## config.mk

```make
export PLATFORM = sky130hd
export DESIGN_NAME = load_access_sequencer
export DESIGN_NICKNAME = d
export VERILOG_FILES = /design/src/rtl/load_access_sequencer.sv
export SDC_FILE = /design/constraint.sdc
export NUM_CORES = 1
export LEC_CHECK = 0
export CAP_MARGIN = 10
export CORE_MARGIN = 5
export CORE_UTILIZATION = 45
export CTS_BUF_LIST = sky130_fd_sc_hd__clkbuf_16
export DETAILED_ROUTE_END_ITERATION = 8
export PLACE_DENSITY = 0.78
export SLEW_MARGIN = 10
export SYNTH_ARGS = -nofsm -noshare
export SYNTH_HDL_FRONTEND = slang
export SYNTH_SLANG_ARGS = --single-unit
```

## constraint.sdc

```tcl
create_clock -name clk -period 2.1 [get_ports clk]
set_clock_uncertainty 0.05 [all_clocks]
set_input_delay 0.21 -clock clk [delete_from_list [all_inputs] [get_ports clk]]
set_output_delay 0.21 -clock clk [all_outputs]
set_load 0.03 [all_outputs]
```

## src/rtl/load_access_sequencer.sv

```systemverilog
// Sequences one MIPS big-endian load (lb/lbu/lh/lhu/lw/lwl/lwr) through a req/ack
// data memory and presents an aligned, merged register write with byte enables.
module load_access_sequencer #(
  parameter int TO_W = 8
) (
  input  logic        clk,
  input  logic        rst_n,
  input  logic        ld_valid,
  output logic        ld_ready,
  input  logic [3:0]  ld_op,
  input  logic [31:0] ld_addr,
  input  logic [31:0] ld_rt_old,
  input  logic [4:0]  ld_dest,
  input  logic        flush,
  output logic        mem_req,
  output logic [31:0] mem_addr,
  input  logic        mem_ack,
  input  logic [31:0] mem_rdata,
  output logic        wb_valid,
  output logic [4:0]  wb_dest,
  output logic [31:0] wb_data,
  output logic [3:0]  wb_be,
  output logic        addr_err,
  output logic        bus_err,
  output logic        busy
);

  localparam logic [3:0] OP_LB  = 4'b0000;
  localparam logic [3:0] OP_LBU = 4'b0001;
  localparam logic [3:0] OP_LW  = 4'b0010;
  localparam logic [3:0] OP_LWL = 4'b0011;
  localparam logic [3:0] OP_LH  = 4'b0100;
  localparam logic [3:0] OP_LWR = 4'b0101;
  localparam logic [3:0] OP_LHU = 4'b0110;

  // Last count value seen before the wait turns into a timeout: 2^TO_W-1 wait cycles total.
  localparam logic [TO_W-1:0] CNT_LAST = TO_W'((2 ** TO_W) - 2);

  typedef enum logic [2:0] {IDLE, WAIT, WB, DRAIN, ERR} state_t;

  typedef struct packed {
    logic [3:0]  op;
    logic [31:0] addr;
    logic [31:0] rt_old;
    logic [4:0]  dest;
  } ld_req_t;

  state_t          state_q, state_d;
  ld_req_t         req_q;
  logic [TO_W-1:0] cnt_q;
  logic [4:0]      wb_dest_q;
  logic [31:0]     wb_data_q;
  logic [3:0]      wb_be_q;
  logic            bus_err_q;

  logic        accept, legal, misal, waiting, timeout;
  logic [1:0]  k;
  logic [4:0]  sh_l, sh_r;
  logic [7:0]  byte_v;
  logic [15:0] half_v;
  logic [31:0] algn_data;
  logic [3:0]  algn_be;

  assign ld_ready = (state_q == IDLE) && !flush;
  assign accept   = ld_valid && ld_ready;
  assign legal    = ld_op < 4'd7;
  assign misal    = (((ld_op == OP_LH) || (ld_op == OP_LHU)) && ld_addr[0]) ||
                    ((ld_op == OP_LW) && (ld_addr[1:0] != 2'b00));
  assign waiting  = (state_q == WAIT) || (state_q == DRAIN);
  assign timeout  = waiting && !mem_ack && (cnt_q == CNT_LAST);

  assign mem_req  = waiting;
  assign mem_addr = waiting ? {req_q.addr[31:2], 2'b00} : 32'h0;
  assign wb_valid = (state_q == WB);
  assign wb_dest  = wb_valid ? wb_dest_q : 5'h0;
  assign wb_data  = wb_valid ? wb_data_q : 32'h0;
  assign wb_be    = wb_valid ? wb_be_q   : 4'h0;
  assign addr_err = (state_q == ERR);
  assign bus_err  = bus_err_q;
  assign busy     = (state_q != IDLE);

  // Byte 0 lives in bits 31:24, so byte k sits at bit offset 8*(3-k).
  always_comb begin
    k         = req_q.addr[1:0];
    sh_l      = {k, 3'b000};
    sh_r      = {~k, 3'b000};
    byte_v    = mem_rdata[sh_r +: 8];
    half_v    = (k == 2'b00) ? mem_rdata[31:16] : mem_rdata[15:0];
    algn_data = mem_rdata;
    algn_be   = 4'hF;
    case (req_q.op)
      OP_LB:  algn_data = {{24{byte_v[7]}}, byte_v};
      OP_LBU: algn_data = {24'h0, byte_v};
      OP_LH:  algn_data = {{16{half_v[15]}}, half_v};
      OP_LHU: algn_data = {16'h0, half_v};
      OP_LWL: begin
        algn_data = (mem_rdata << sh_l) | (req_q.rt_old & ~(32'hFFFF_FFFF << sh_l));
        algn_be   = 4'(4'b1111 << k);
      end
      OP_LWR: begin
        algn_data = (mem_rdata >> sh_r) | (req_q.rt_old & ~(32'hFFFF_FFFF >> sh_r));
        algn_be   = 4'(4'b1111 >> (~k));
      end
      default: ;
    endcase
  end

  always_comb begin
    state_d = state_q;
    case (state_q)
      IDLE: if (accept) state_d = !legal ? IDLE : (misal ? ERR : WAIT);
      WAIT: begin
        if (mem_ack)      state_d = flush ? IDLE : WB;
        else if (timeout) state_d = IDLE;
        else if (flush)   state_d = DRAIN;
      end
      DRAIN: if (mem_ack || timeout) state_d = IDLE;
      WB:    state_d = IDLE;
      ERR:   state_d = IDLE;
      default: state_d = IDLE;
    endcase
  end

  always_ff @(posedge clk or negedge rst_n) begin
    if (!rst_n) begin
      state_q   <= IDLE;
      req_q     <= '0;
      cnt_q     <= '0;
      wb_dest_q <= '0;
      wb_data_q <= '0;
      wb_be_q   <= '0;
      bus_err_q <= 1'b0;
    end else begin
      state_q   <= state_d;
      bus_err_q <= timeout;
      if (accept) begin
        req_q <= '{op: ld_op, addr: ld_addr, rt_old: ld_rt_old, dest: ld_dest};
        cnt_q <= '0;
      end else if (waiting && !mem_ack) begin
        cnt_q <= cnt_q + 1'b1;
      end
      if ((state_q == WAIT) && mem_ack && !flush) begin
        wb_dest_q <= req_q.dest;
        wb_data_q <= algn_data;
        wb_be_q   <= algn_be;
      end
    end
  end

endmodule

```

# Word level (Yosys, flattened, before mapping)
# Index checks and enable logic that the tools add are counted.
[op_classes]
add_sub_neg = 1
magnitude_cmp = 1
n_eq_ne = 16
n_shift = 7
mux = 18
bitwise = 7
n_reduce_logical = 21
[op_table]
columns = ["op", "count"]
rows = [
  ["one-hot mux 32 bit (6 select lines)", 1],
  ["AND 32 bit", 2],
  ["two-way mux 32 bit", 2],
  ["NOT 32 bit", 2],
  ["OR 32 bit", 2],
  ["indexed part select 32 x 6 -> 8 bit", 1],
  ["left shift 32 x 5 -> 32 bit", 1],
  ["left shift 32 x 5 -> 32 bit, first input constant", 1],
  ["right shift 32 x 5 -> 32 bit", 1],
  ["right shift 32 x 5 -> 32 bit, first input constant", 1],
  ["two-way mux 3 bit", 7],
  ["equality test 4 x 3 -> 1 bit, second input constant", 5],
  ["two-way mux 16 bit", 1],
  ["two-way mux 8 bit", 2],
  ["one-hot mux 3 bit (3 select lines)", 1],
  ["adder 8 x 1 -> 8 bit, second input constant", 1],
  ["equality test 4 x 2 -> 1 bit, second input constant", 2],
  ["equality test 8 bit, second input constant", 1],
  ["logical AND 1 bit", 8],
  ["one-hot mux 4 bit (2 select lines)", 1],
  ["equality test 3 x 2 -> 1 bit, second input constant", 2],
  ["two-way mux 5 bit", 1],
  ["equality test 4 x 1 -> 1 bit, second input constant", 1],
  ["zero test 4 bit", 1],
  ["other kinds (18)", 23],
]
[totals]
reg_bits = 126
input_bits = 110
output_inout_bits = 79
elab_cells = 81

# Logic depth before layout (Yosys ltp)
# Gate-level depths: netlist (run 1).
[depth]
word_depth = 8
depth_mapped = 8
ltp_nobuf = 6

# Worst setup path before layout (run 1)
# Ideal clock, no wire load.
[synth_timing]
kind = "register to register"
from = "register req_q, in the netlist k[0]"
to = "register wb_data_q[5]"
setup_ns = 0.123
arrival_ns = 2.006
required_time_ns = 1.927
setup_slack_ns = -0.079
path_stages_with_launch = 8
n_path_buf = 2
period_less_slack_ns = 2.179
cell_sequence = "dfrtp_1 buf_6 buf_6 mux4_2 and3_1 a2111o_1 a211o_1 o221a_2"
[synth_between]
elab_chain_cells = 6
elab_cells_between_ends = 15
classes_between = "shift: 5; mux: 2; bitwise: 7; reduce/logical: 1"
[synth_lines]
columns = ["item", "line_no", "source"]
rows = [
  ["start, declared", "49", "ld_req_t req_q;"],
  ["start signal, assigned", "137", "req_q <= '{op: ld_op, addr: ld_addr, rt_old: ld_rt_old, dest: ld_dest};"],
  ["NOT 2 bit", "86", "sh_r = {~k, 3'b000};"],
  ["right shift 32 x 5 -> 32 bit", "101", "algn_data = (mem_rdata >> sh_r) | (req_q.rt_old & ~(32'hFFFF_FFFF >> sh_r));"],
  ["NOT 32 bit", "101", ""],
  ["AND 32 bit", "101", ""],
  ["OR 32 bit", "101", ""],
  ["one-hot mux 32 bit (6 select lines) (*)", "91", "case (req_q.op)"],
  ["end signal, assigned", "144", "wb_data_q <= algn_data;"],
  ["end, declared", "52", "logic [31:0] wb_data_q;"],
]
# Every way passes the cells marked *; elsewhere a longest branch is shown, timed or not.
# A chain may end at the register's enable or synchronous reset.

# Worst setup path after layout (run 1)
[layout_timing]
from = "register req_q, in the netlist k[0]"
to = "register wb_data_q[7]"
# Same word-level chain as after synthesis.

==> flow_summary.toml, run 1 <==
[floorplan]
row_count = 46
fp.dieW_um = 137
dieArea_um2 = 18800
pin_count = 189
initial_core_util = 0.459
core_area_um2 = 15900
fp.dieH_um = 137

[logic_synthesis]
synth.cell_area_um2 = 7290
synthAdderAreaFrac = 0.00343
seq_area_frac_synth = 0.432
synth_top_area_frac = 0.432
synth_ff_type = "dfrtp_1"
synth_compound_area_frac = 0.140
synth-simple-area-share = 0.269
synth_area_per_cell_um2 = 8.69
synth_cell_types = 55
yosysWarnings = 0
synth_top_family_by_area = "simple AND/OR/NAND/NOR gates"
synth-async-reset-ratio = 1.00
synth.area.mux_share = 0.106
ys_seq_elements = 126
synth_edf_count = 0
synth_xor_area_frac = 0.00721
postSynthCellCount = 839
yosysTopAreaCell = "dfrtp_1"
synth_area_leaders = "dfrtp_1 (43%), nand2_1 (14%), and2_1 (6.1%), mux2i_1 (5.8%), mux4_2 (3.7%)"

[route]
drt_iter0_drc = 965
wl_per_cell_um = 20.7
ant_nets = 0
firstDrtPassIters = 7
vias = 7847
route.detailed.drc = 0
wirelength_mm = 27.7
vias_per_cell = 5.86

[sta]
worst_slew_pin_slew_ps = 906
rsz0062_at_grt = "yes"
hold_viol_final = 0
period_needed_ps = 2240
relSlewSlack = 0.394
max_freq_mhz = 447
setup_violations = 16
fin_crit_sh = 1.06
finalMaxSlewViolations = 0
setup_slack_ps = -135

[clocking]
htree_levels = 4
cts_made_buffers = 17
clk_latency_ps = 420
clk_pin_slew_ps = 60
clockBufferDepth = 2
cts_root_buffer = "clkbuf_16"
numClockSinks = 126
cts_tree = "yes"

[run]
cap_violations = 0

[placement]
gp_congestion = 0.984
place_ws_ps = -217
place_inst = 1283
port_buffers = 186
dp_hpwl_mm = 18.8

[final_layout]
drive_gt1_frac = 0.278
layout.nets = 1225
final_cells = 1340
area_growth_syn_to_layout_pct = 51.8
final_common_cell = "nand2_1"
n_antenna_cell = 0
fin_util = 0.697
fillerInstances = 1195
layout.cells.most_common_list = "nand2_1 (270), buf_4 (155), dfrtp_1 (120)"

[setup_path]
r2r_slack_ps = -140
critPathRequiredTime_ps = 2350
critPathMaxFanout = 6
r2r-start = "k[0]$_DFFE_PN0N_"
critPathLaunch = "k[0]$_DFFE_PN0N_"
worstReg2RegEnd = "wb_data_q[7]$_DFFE_PN0P_"
critPathLaunchType = "register"
worstRegToRegCells = 7
arrival_ps = 2490
crit_path_end_kind = "register"
worstSetupPathType = "register to register"

[grt]
grt-ovfl-total = 0
grt_max_degree = 53
gr-usage-all-layers = 0.285
grt_pass1_vias = 7622
antenna_found_initial = 0
grt_pass1_wl_mm = 41.2

[pwr]
ir_worst_vdd_mv = 0.743
leakagePower_nw = 5.31
pwr_density_cell_nw_per_um2 = 991
total_power_mw = 11.0

[outcome]
status = "finished with violations"
failed_checks = "negative setup slack"

[min_path]
hp-start = "ld_dest[1]"
min_path_cells = 3
min_to = "req_q[1]$_DFFE_PN0N_"
hold_path.class = "primary input to register"
-- metrics by stage --
step | area [um2] | hold slack, ps | setup TNS (ps)
after floorplan | 7310 | -136 | -157
after global placement | 9880 | 187 | -3630
after detailed placement | 9880 | 196 | -3900
after CTS | 10700 | 251 | -873
after global routing | 11100 | 263 | -2470
final | 11100 | 261 | -1160
-- state kept, by name (all words and copies together), names as in the netlist --
register	cells
cnt_q	8
wb_data_q	32
wb_dest_q	5
k	2
req_q	71
bus_err	1
wb_be_q	4
state_q	3
-- synth_stat cells, drive strengths merged (9+ instances only) --
cell type / instances
nand2: 273
dfrtp: 126
and2: 71
o21ai: 46
clkbuf: 44
mux2i: 42
nor2: 23
o22ai: 21
buf: 20
and3: 18
a21oi: 14
mux4: 12
a211o: 9
-- cell type report --
cell class,instances,area (um2),share of cell area
Tap cell,216,270,0.0244
Clock inverter,13,110,0.00995
Inverter,5,18.8,0.00170
Multi-Input combinational cell,645,4140,0.374
Clock buffer,17,425,0.0384
Sequential cell,126,3160,0.286
Timing Repair Buffer,318,2940,0.266
-- worst max-delay path, stage by stage, from the launching register on --
cell      delay [ps]
dfrtp_4          500
buf_8            150
buf_6            110
mux4_2           430
and3_1           160
a2111o_1         300
a211o_1          270
o221a_2          130
-- routing by layer --
layer  vias to the layer above  global-route usage  share of wire
li1                       3442                   -              -
met3                       160               0.102           0.12
met1                      3691               0.352           0.37
met5                         -                   0              0
met4                         0               0.136          0.060
met2                       554               0.446           0.44
-- logic make-up (layout without fill, tap and decap cells) --
family | count (synthesis) | in the layout
buf+inv | 69 | 353
flops | 126 | 126
fa+ha+maj | 2 | 2
mux | 61 | 61
simple gates | 428 | 428
xor+xnor | 6 | 6
other cells | 1 | 2
compound gates | 146 | 146
-- report_power, final --
group | internal [mW] | switching [mW]
logic | 2.16 | 2.29
registers | 3.19 | 0.579
clock network | 1.69 | 1.06
total | 7.04 | 3.93
-- repair_timing --
| item | 4_1_cts | 5_1_grt |
|---|---|---|
| setup buffers | 14 | 10 |
| cloned | 0 | 3 |
| endpoints found under the setup margin | 53 | 47 |
| hold buffers | 1 | 0 |
| pin swaps | 29 | 32 |
| resized for setup | 86 | 81 |
| endpoints found under the hold margin | 38 | 0 |
-- how the worst max path moves through the flow --
stage / endpoint / cells after the start
floorplan: wb_data_q[5]$_DFFE_PN0P_ / 7
global placement: wb_data_q[17]$_DFFE_PN0P_ / 5
detailed placement: wb_data_q[7]$_DFFE_PN0P_ / 6
CTS: wb_data_q[5]$_DFFE_PN0P_ / 6
global route: wb_data_q[20]$_DFFE_PN0P_ / 7
finish: wb_data_q[7]$_DFFE_PN0P_ / 7
(Power assumes the default switching activity.)
==> inputs of run 2 (changes only) <==
--- a/config.mk
+++ b/config.mk
@@ -9,8 +9,10 @@
 export CORE_MARGIN = 5
 export CORE_UTILIZATION = 45
 export CTS_BUF_LIST = sky130_fd_sc_hd__clkbuf_16
+export CTS_CLUSTER_SIZE = 16
 export DETAILED_ROUTE_END_ITERATION = 8
 export PLACE_DENSITY = 0.78
+export RECOVER_POWER = 25
 export SLEW_MARGIN = 10
 export SYNTH_ARGS = -nofsm -noshare
 export SYNTH_HDL_FRONTEND = slang
==> run 2 against run 1 <==
Effect of this change:
- critical endpoint unchanged
- non-clock buffer count did not move
- combinational power barely moved
- critical path depth did not move
- the flow still finishes with violations (negative setup slack)
- flip-flop and latch count did not move
==> flow_summary.toml, run 2 (synthesis results as in run 1) <==
[floorplan]
initial_core_util = 0.459
fp.dieH_um = 137
row_count = 46
pin_count = 189
fp.dieW_um = 137
core_area_um2 = 15900
dieArea_um2 = 18800

[route]
dr_wl_met3_mm = 3.43
ant_nets = 0
wl_met1_mm = 10.4
firstDrtPassIters = 8
wl_per_cell_um = 20.8
vias_per_cell = 5.81
route.detailed.drc = 0
vias = 7786
drt_iter0_drc = 989
wirelength_mm = 27.9
topRoutingLayerUsed = "met4"
wl_met2_mm = 12.3

[grt]
grt_pass1_wl_mm = 41.2
grt_pass1_vias = 7622
gr-usage-all-layers = 0.285
antenna_found_initial = 0
grt_max_degree = 53
grt-ovfl-total = 0

[outcome]
failed_checks = "negative setup slack"
status = "finished with violations"

[pwr]
pwr_density_cell_nw_per_um2 = 993
ir_worst_vdd_mv = 0.737
leakagePower_nw = 5.31

[setup_path]
critPathMaxFanout = 6
crit_path_end_kind = "register"
crit_chain = "buf_8, buf_6, mux4_2, and3_1, a2111o_1, a211o_1, o221a_2"
slowest_delay_ps = 500
slowest_stage = "dfrtp_4"
critPathLaunchType = "register"
arrival_ps = 2480
critPathRequiredTime_ps = 2350
worstSetupPathType = "register to register"

[placement]
gp_congestion = 0.984
port_buffers = 186
dp_hpwl_mm = 18.8

[final_layout]
fillerInstances = 1198
largest_reg_flops = 71
fin_util = 0.696
layout.cells.most_common_list = "nand2_1 (270), buf_4 (154), dfrtp_1 (120)"
n_antenna_cell = 0
top_regs = "req_q: 71 flops, wb_data_q: 32 flops, cnt_q: 8 flops"
area_growth_syn_to_layout_pct = 51.6
final_common_cell = "nand2_1"
layout.nets = 1225
drive_gt1_frac = 0.278
top_register = "req_q"

[sta]
setup_violations = 15
max_freq_mhz = 448
setup_tns_ps = -1200
fin_crit_sh = 1.06
finalMaxSlewViolations = 0
period_needed_ps = 2230
relSlewSlack = 0.217
setup_slack_ps = -130
rsz0062_at_grt = "yes"
worst_slew_pin_slew_ps = 1170
hold_viol_final = 0

[min_path]
hold_path.class = "primary input to register"

[clocking]
cts_root_buffer = "clkbuf_16"
clockBufferDepth = 2
clk_latency_ps = 420
cts_made_buffers = 17
cts_tree = "yes"
htree_levels = 4
clk_pin_slew_ps = 60
numClockSinks = 126

[run]
cap_violations = 0
-- run 2: routing by layer --
metal,vias to the layer above,GRT usage
li1,3441,-
met1,3640,0.352
met2,554,0.446
met3,151,0.102
met4,0,0.136
met5,-,0
-- run 2: critical path, delay by kind of cell (launching register included) --
family | cells | cell delay, ps
AO/OA/AOI/OAI | 3 | 700
AND/OR/NAND/NOR | 1 | 160
multiplexers | 1 | 430
flip-flops | 1 | 500
buffers and inverters | 2 | 260
-- run 2: final cells by class --
cell class | count | area, um2 | area share
repair buffers | 318 | 2930 | 0.265
multi-input cells | 645 | 4140 | 0.375
clock buffers | 17 | 425 | 0.0385
well taps | 216 | 270 | 0.0245
inverters | 5 | 18.8 | 0.00170
clock inverters | 13 | 110 | 0.00996
flip-flops and latches | 126 | 3160 | 0.286
-- run 2: timing repair --
action | 4_1_cts | 5_1_grt
endpoints found under the hold margin | 38 | 0
cloned | 0 | 3
hold buffers | 1 | 0
pin swaps | 29 | 32
setup endpoints to repair | 53 | 47
resized for setup | 86 | 81
buffers inserted | 14 | 10
-- run 2: final timing paths --
check	start	end	slack, ps	cells after the start
max reg2reg	k[0]$_DFFE_PN0N_	wb_data_q[7]$_DFFE_PN0P_	-130	7
min	ld_dest[1]	req_q[1]$_DFFE_PN0N_	270	3
min in group asynchronous	rst_n	wb_data_q[0]$_DFFE_PN0P_	520	2
max	k[0]$_DFFE_PN0N_	wb_data_q[7]$_DFFE_PN0P_	-130	7
min reg2reg	req_q[66]$_DFFE_PN0N_	req_q[66]$_DFFE_PN0N_	410	2
max in group asynchronous	rst_n	k[0]$_DFFE_PN0N_	160	3
-- run 2: where the power goes --
group	total [mW]	switching (mW)	internal [mW]
sequential	3.77	0.586	3.19
clock	2.75	1.05	1.69
combinational	4.45	2.29	2.16
total	11.0	3.93	7.04
-- run 2: stage by stage --
step | instance area (um2) | hold slack [ps] | worst slack [ps] | power (mW) | cells
detailed placement | 9880 | 196 | -217 | 7.40 | 1283
floorplan | 7310 | -136 | -78.7 | 5.83 | 840
global placement | 9880 | 187 | -214 | 7.31 | 1283
finish | 11100 | 267 | -130 | 11.0 | 1340
global route | 11100 | 263 | -168 | 11.4 | 1340
CTS | 10700 | 251 | -108 | 10.5 | 1328
